**src/rtl/window_3x3_gen.sv**
```systemverilog
// 3x3 RGB444 neighbourhood generator over a raster pixel stream, using two line buffers.
// Latency: 1 clk from the accepting edge of the bottom-right pixel to win_valid and color_data.
// Backpressure: none; every pix_valid cycle is consumed, and idle cycles leave all outputs held.
module window_3x3_gen #(
    parameter int IMG_W = 160,
    parameter int IMG_H = 120
) (
    input  logic         clk,
    input  logic         reset,
    input  logic         pix_valid,
    input  logic         pix_sof,
    input  logic [11:0]  pix_data,
    output logic [107:0] color_data,
    output logic         win_valid,
    output logic [9:0]   win_x,
    output logic [9:0]   win_y,
    output logic         frame_done
);

    localparam int         AW       = (IMG_W > 1) ? $clog2(IMG_W) : 1;
    localparam logic [9:0] COL_LAST = 10'(IMG_W - 1);
    localparam logic [9:0] ROW_LAST = 10'(IMG_H - 1);

    // Position of the next accepted pixel
    logic [9:0]   col_q, col_d;
    logic [9:0]   row_q, row_d;
    // Position of the pixel on the input this cycle (sof forces 0,0)
    logic [9:0]   cur_col, cur_row;

    // Line buffers: row-1 and row-2 relative to the incoming pixel; never reset,
    // because rows 0 and 1 of every frame rewrite them before a window reads them
    logic [11:0]  lb_mid_q [IMG_W];
    logic [11:0]  lb_top_q [IMG_W];
    logic [AW-1:0] lb_addr;
    logic [11:0]  top_rd, mid_rd;

    // Window registers indexed [row][column]; row 0 = top, column 0 = leftmost (oldest)
    logic [2:0][2:0][11:0] win_q, win_d;

    logic [107:0] color_data_q, color_data_d;
    logic         win_valid_q, win_valid_d;
    logic [9:0]   win_x_q, win_x_d;
    logic [9:0]   win_y_q, win_y_d;
    logic         frame_done_q, frame_done_d;

    // Counter advance, window shift and output capture for the pixel on the input
    always_comb begin
        cur_col      = pix_sof ? 10'd0 : col_q;
        cur_row      = pix_sof ? 10'd0 : row_q;
        lb_addr      = cur_col[AW-1:0];
        top_rd       = lb_top_q[lb_addr];
        mid_rd       = lb_mid_q[lb_addr];

        col_d        = col_q;
        row_d        = row_q;
        win_d        = win_q;
        color_data_d = color_data_q;
        win_valid_d  = 1'b0;
        win_x_d      = win_x_q;
        win_y_d      = win_y_q;
        frame_done_d = 1'b0;

        if (pix_valid) begin
            if (cur_col == COL_LAST) begin
                col_d = 10'd0;
                row_d = (cur_row == ROW_LAST) ? 10'd0 : cur_row + 10'd1;
            end else begin
                col_d = cur_col + 10'd1;
                row_d = cur_row;
            end

            for (int r = 0; r < 3; r++) begin
                win_d[r][0] = win_q[r][1];
                win_d[r][1] = win_q[r][2];
            end
            win_d[0][2] = top_rd;
            win_d[1][2] = mid_rd;
            win_d[2][2] = pix_data;

            // Centre is one column and one row behind the incoming pixel, so
            // border centres are skipped by requiring col>=2 and row>=2
            if (cur_col >= 10'd2 && cur_row >= 10'd2) begin
                win_valid_d  = 1'b1;
                win_x_d      = cur_col - 10'd1;
                win_y_d      = cur_row - 10'd1;
                frame_done_d = (cur_col == COL_LAST) && (cur_row == ROW_LAST);
                color_data_d = {win_d[1][1], win_d[1][0], win_d[1][2],
                                win_d[0][1], win_d[2][1],
                                win_d[0][0], win_d[0][2],
                                win_d[2][0], win_d[2][2]};
            end
        end
    end

    // Control, window and output registers
    always_ff @(posedge clk or posedge reset) begin
        if (reset) begin
            col_q        <= 10'd0;
            row_q        <= 10'd0;
            win_q        <= '0;
            color_data_q <= '0;
            win_valid_q  <= 1'b0;
            win_x_q      <= 10'd0;
            win_y_q      <= 10'd0;
            frame_done_q <= 1'b0;
        end else begin
            col_q        <= col_d;
            row_q        <= row_d;
            win_q        <= win_d;
            color_data_q <= color_data_d;
            win_valid_q  <= win_valid_d;
            win_x_q      <= win_x_d;
            win_y_q      <= win_y_d;
            frame_done_q <= frame_done_d;
        end
    end

    // Line buffer update: the middle row ages into the top row at the same column
    always_ff @(posedge clk) begin
        if (pix_valid) begin
            lb_top_q[lb_addr] <= mid_rd;
            lb_mid_q[lb_addr] <= pix_data;
        end
    end

    assign color_data = color_data_q;
    assign win_valid  = win_valid_q;
    assign win_x      = win_x_q;
    assign win_y      = win_y_q;
    assign frame_done = frame_done_q;

endmodule

```
**config.mk**
```make
export PLATFORM = sky130hd
export DESIGN_NAME = window_3x3_gen
export DESIGN_NICKNAME = d
export VERILOG_FILES = /design/src/rtl/window_3x3_gen.sv
export SDC_FILE = /design/constraint.sdc
export NUM_CORES = 2
export LEC_CHECK = 0
export ABC_CLOCK_PERIOD_IN_PS = 11400
export BUFFER_PORTS_ARGS = -buffer_cell sky130_fd_sc_hd__buf_2
export CORE_MARGIN = 3
export CORE_UTILIZATION = 50
export DETAILED_ROUTE_END_ITERATION = 6
export PLACE_DENSITY = 0.67
export SLEW_MARGIN = 5
export SYNTH_ARGS = -nofsm -noshare
export SYNTH_HDL_FRONTEND = slang
export SYNTH_SLANG_ARGS = --single-unit
```
**constraint.sdc**
```tcl
create_clock -name clk -period 11.4 [get_ports clk]
set_input_delay 1.71 -clock clk [delete_from_list [all_inputs] [get_ports clk]]
set_output_delay 1.71 -clock clk [all_outputs]
set_load 0.1 [all_outputs]
```
# Word level (Yosys, flattened, before mapping)
# Memories as Yosys holds them, arrays and structs flattened.
# Cells that the tools add are included.
word_totals:
  latchBits: 0
  reg_bits: 222
  n_memories: 2
  word_cells: 37
  mem_bits_rw: 3840
  mem_bits_ro: 0
  inputBits: 16
  out_inout_bits: 130
memory_table:
  columns: ["memory", "words", "word_bits", "rd", "rd_ports_with_merged_regs", "wr", "line", "rtl"]
  rows:
  - ["lb_mid_q", 160, 12, 1, 0, 1, "32", "logic [11:0] lb_mid_q [IMG_W];"]
  - ["lb_top_q", 160, 12, 1, 0, 1, "33", "logic [11:0] lb_top_q [IMG_W];"]
classes:
  multipliers: 0
  n_addsub: 4
  magnitude_cmp: 2
  n_bitwise: 0
  div: 0
  muxes: 11
  eq_ne: 2
  n_reduce_logical: 3
  n_shift: 0
op_table:
  columns: ["cell", "n"]
  rows:
  - ["two-way mux 10 bit", 5]
  - ["adder 10 x 1 -> 10 bit, second input constant", 2]
  - ["greater-or-equal comparator 10 x 2 -> 1 bit, second input constant", 2]
  - ["subtractor 10 x 1 -> 10 bit, second input constant", 2]
  - ["equality test 10 x 7 -> 1 bit, second input constant", 1]
  - ["equality test 10 x 8 -> 1 bit, second input constant", 1]
  - ["two-way mux 1 bit", 6]
  - ["logical AND 1 bit", 2]
  - ["AND reduction 2 bit", 1]

# Longest topological paths before layout
depth:
  word_depth: 5
  mapped_depth: 18
  ltp_nobuf: 11

# Worst setup path before layout
# OpenSTA, ideal clock, no wires.
synth_path:
  path_type: "input -> register"
  start: "input pix_sof"
  end: "memory lb_top_q[0][2], data pin"
  setup_ns: 0.589
  arrival_time_ns: 5.284
  required_ns: 10.811
  slack_ns: 5.527
  cell_stages: 11
  cell_sequence: "nand2b_1 > buf_4 > inv_2 > buf_2 > buf_2 > buf_1 > nand2_1 > a311oi_1 > nor4_1 > a311o_1 > nand2_1"
synth_between:
  elab_chain_cells: 2
synth_lines:
  columns: ["element", "line", "rtl"]
  rows:
  - ["start, declared", "11", "input logic pix_sof,"]
  - ["two-way mux 10 bit", "48", "cur_col = pix_sof ? 10'd0 : col_q;"]
  - ["memory (160 x 12 bit)", null, null]
  - ["net mid_rd[2]", "35", "logic [11:0] top_rd, mid_rd;"]
  - ["end, declared", "33", null]
# The timed path passes the listed nets, and every way through them passes these cells.

# Worst setup path in the final report
layout_path:
  start: "input pix_sof"
  end: "memory lb_top_q[89][8], data pin"
# The elaborated chain is that of the path after synthesis.

==> flow_metrics.py <==
metrics = {
    "sta": {
        "fin_skew_ns": 0.0854,
        "rsz0062_at_grt": "no",
        "finalCriticalPeriod_ns": 8.06,
        "maxSlewHeadroom": -0.000549,
        "fmax_mhz": 124,
        "setup_tns_ns": 0,
        "drv_slew": 1,
        "final-hold-violation-count": 0,
        "setup_viol": 0,
        "worst_slew_pin_slew_ns": 1.49,
        "fin_crit_sh": 0.707,
    },
    "global_routing": {
        "grt_pass1_wl_um": 688000,
        "grt_overflow": 0,
        "grt_pass1_vias": 95600,
        "antenna_found_initial": 20,
        "grt_max_degree": 182,
        "grt_usage": 0.291,
    },
    "critical_path": {
        "path_class": "input pin to flip-flop",
        "crit_chain": "buf_4 -> buf_4 -> nand2b_4 -> buf_12 -> buf_4 -> a31oi_1 -> nor4_1 -> buf_4 -> o22a_1 -> o221ai_1 -> a32oi_1 -> nand2_4 -> buf_4",
        "worstPathArrival_ns": 8.60,
        "cpMaxStageDelayCell": "nor4_1",
        "cp-start-kind": "input pin",
        "reg2reg_from": "col_q[0]",
        "worst_path_most_repeated_cell": "buf_4",
        "reg2reg_depth": 10,
        "critPathLaunch": "pix_sof",
        "crit_path_end_kind": "flip-flop",
        "cp_max_fo": 95,
        "worst-path-buf-inv": 6,
        "crit_required_ns": 11.94,
        "cpPeakStageDelay_ns": 0.86,
        "critPathTopFamily": "buffers and inverters",
        "r2r_end": "lb_top_q[42][9]",
        "rrSetupSlack_ns": 4.22,
    },
    "cts": {
        "clockBufferDepth": 4,
        "htree_levels": 5,
        "ctsHoldBuffers": 0,
        "numCtsBuffers": 401,
        "clkSlewWorstSetupHoldPaths_ns": 0.06,
        "cts_tree": "done",
        "insertion_delay_ns": 0.99,
        "cts_sinks": 4062,
        "clockRootBuffer": "clkbuf_16",
        "post_cts_buffers": 0,
        "cts_resized": 0,
    },
    "placed_design": {
        "portBuffers": 145,
        "hpwl_um": 260000,
        "dp_cells": 14700,
        "gp_congestion": 0.889,
    },
    "route": {
        "wl_met2_um": 219000,
        "met3_length_um": 58600,
        "drtPass1Iterations": 6,
        "drc": 0,
        "ant_nets": 0,
        "routed_wl_um": 486000,
        "avgRoutedWirePerCell_um": 31.4,
        "routed_via_density": 6.52,
        "first_iter_violations": 15300,
        "vias": 101000,
        "wl_met1_um": 181000,
        "routed.top_layer": "met5",
    },
    "final_layout": {
        "drive_above_1_share": 0.141,
        "syn_to_final_growth_pct": 12.3,
        "fillers": 24300,
        "layout.cells.non_filler": 15500,
        "final_net_count": 11000,
    },
    "logic_synthesis": {
        "synth_cells": 10900,
        "syn-mean-instance-area_um2": 14.7,
        "synth_top_area_share": 0.720,
        "syn-cell-area_mm2": 0.160,
        "synth_top_cell_by_area": "edfxtp_1",
        "syn_nets": 10900,
        "yosys-top-cells-area": "edfxtp_1 72%, nand2_1 5.2%, dfrtp_1 3.5%, a311oi_1 3.4%, a211oi_1 3.0%",
        "async_flop_share": 0.0547,
        "yosys-top-cells-count": "3840 x edfxtp_1, 2210 x nand2_1, 642 x nor2b_1",
        "synth_warnings": 0,
        "synth-seq-cells": 4062,
        "synthFlopType": "edfxtp_1",
        "synth_edf_count": 3840,
        "ys_types": 74,
        "seq_area_frac_synth": 0.755,
        "yosysMostFrequentCell": "edfxtp_1",
    },
    "hold_path": {
        "hold_path_startpoint": "win_q[12]",
        "hold_depth": 2,
        "hp-class": "flip-flop to flip-flop",
        "whs_endpoint": "color_data[36]",
    },
    "die": {
        "die_h_um": 572,
        "die_x_um": 572,
        "rows": 207,
        "die_area_mm2": 0.327,
        "start_util": 0.503,
        "design.core.area_mm2": 0.318,
        "io_pins": 146,
    },
    "power": {
        "static-leakage-power_nw": 57.4,
        "ir_drop_uv": 269,
        "cellPowerDensity_mw_per_mm2": 201,
    },
    "run": {
        "drv_cap": 1,
    },
    "outcome": {
        "outcome": "complete, but fails checks",
        "violations": "max-capacitance violations, max-slew violations",
    },
}
-- flip-flops by register name, indices dropped and copies added, names as in the netlist --
register	cells
col_q	10
lb_top_q	1920
frame_done	1
row_q	10
color_data	108
win_valid	1
win_x	10
lb_mid_q	1920
win_y	10
win_q	72
-- routing by layer --
layer / GRT usage / vias to the layer above
met5: 0 / -
met4: 0.141 / 8
met3: 0.0645 / 1261
met2: 0.443 / 6518
met1: 0.398 / 51100
li1: - / 42200
-- worst min-delay path, delay by kind of cell (launching register included) --
kind | cells | cell delay [ns]
flip-flops | 1 | 0.34
AND/OR/NAND/NOR | 2 | 0.10
-- power breakdown --
group	internal, mW	switching (mW)	total [mW]
Sequential	17.3	0.254	17.5
Clock	7.27	5.66	12.9
Combinational	0.969	4.71	5.68
Total	25.5	10.6	36.1
-- layout by cell type, fill, tap and decap left out, types with 53 or more instances in the layout --
| cell type | instances |
|---|---|
| nor2_1 | 90 |
| nor2_4 | 112 |
| buf_2 | 131 |
| edfxtp_1 | 3840 |
| nor2_2 | 53 |
| nand2_1 | 2191 |
| o21ai_0 | 247 |
| clkbuf_1 | 82 |
| clkinv_2 | 76 |
| nand3_1 | 75 |
| dfrtp_1 | 220 |
| o22ai_1 | 86 |
| a21oi_1 | 99 |
| mux2_2 | 277 |
| clkinv_1 | 93 |
| nor4_1 | 144 |
| nor2b_1 | 641 |
| a311oi_1 | 630 |
| buf_4 | 299 |
| mux2i_1 | 97 |
| clkbuf_16 | 404 |
| a31oi_1 | 312 |
| a211oi_1 | 639 |
-- area by class of cell --
class	count	area [um2]	share of cell area
multi-input combinational	6001	37000	0.206
timing repair buffer	475	3700	0.0206
clock buffer	499	10600	0.0589
antenna	13	32.5	0.000181
tap	4180	5230	0.0291
inverter	21	106	0.000592
sequential	4062	121000	0.673
clock inverter	242	2210	0.0123
-- logic make-up (layout without fill, tap and decap cells) --
logic type,Yosys count,in the layout,synth area share
flip-flops,4062,4062,0.755
other,0,13,0
AND/OR/NAND/NOR,3439,3439,0.0954
AO/OA/AOI/OAI,2161,2161,0.0989
buffers and inverters,831,1237,0.0229
multiplexers,380,380,0.0264
adder cells (fa/ha/maj),8,8,0.000625
XOR/XNOR,13,13,0.000711
-- stage by stage --
stage / cell area (um2) / setup WS [ns] / power, mW / hold WS (ns) / util
2_1_floorplan: 160000 / 3.61 / 21.5 / 0.435 / -
3_3_place_gp: 167000 / 2.68 / 23.3 / 0.450 / 0.524
3_5_place_dp: 167000 / 2.58 / 23.4 / 0.454 / 0.524
4_1_cts: 180000 / 3.65 / 36.1 / 0.463 / 0.564
5_1_grt: 180000 / 3.34 / 37.0 / 0.483 / 0.565
6_report: 180000 / 3.34 / 36.1 / 0.463 / 0.565
-- how the worst max path moves through the flow --
stage	to	slack, ns	cells past startpoint
floorplan	col_q[0]	3.61	1
global placement	lb_top_q[86][8]	2.68	13
detailed placement	lb_top_q[86][8]	2.58	13
CTS	lb_top_q[84][8]	3.65	13
global route	lb_top_q[83][8]	3.34	13
finish	lb_top_q[89][8]	3.34	13
Note: power is estimated with default switching activity, not from simulation.
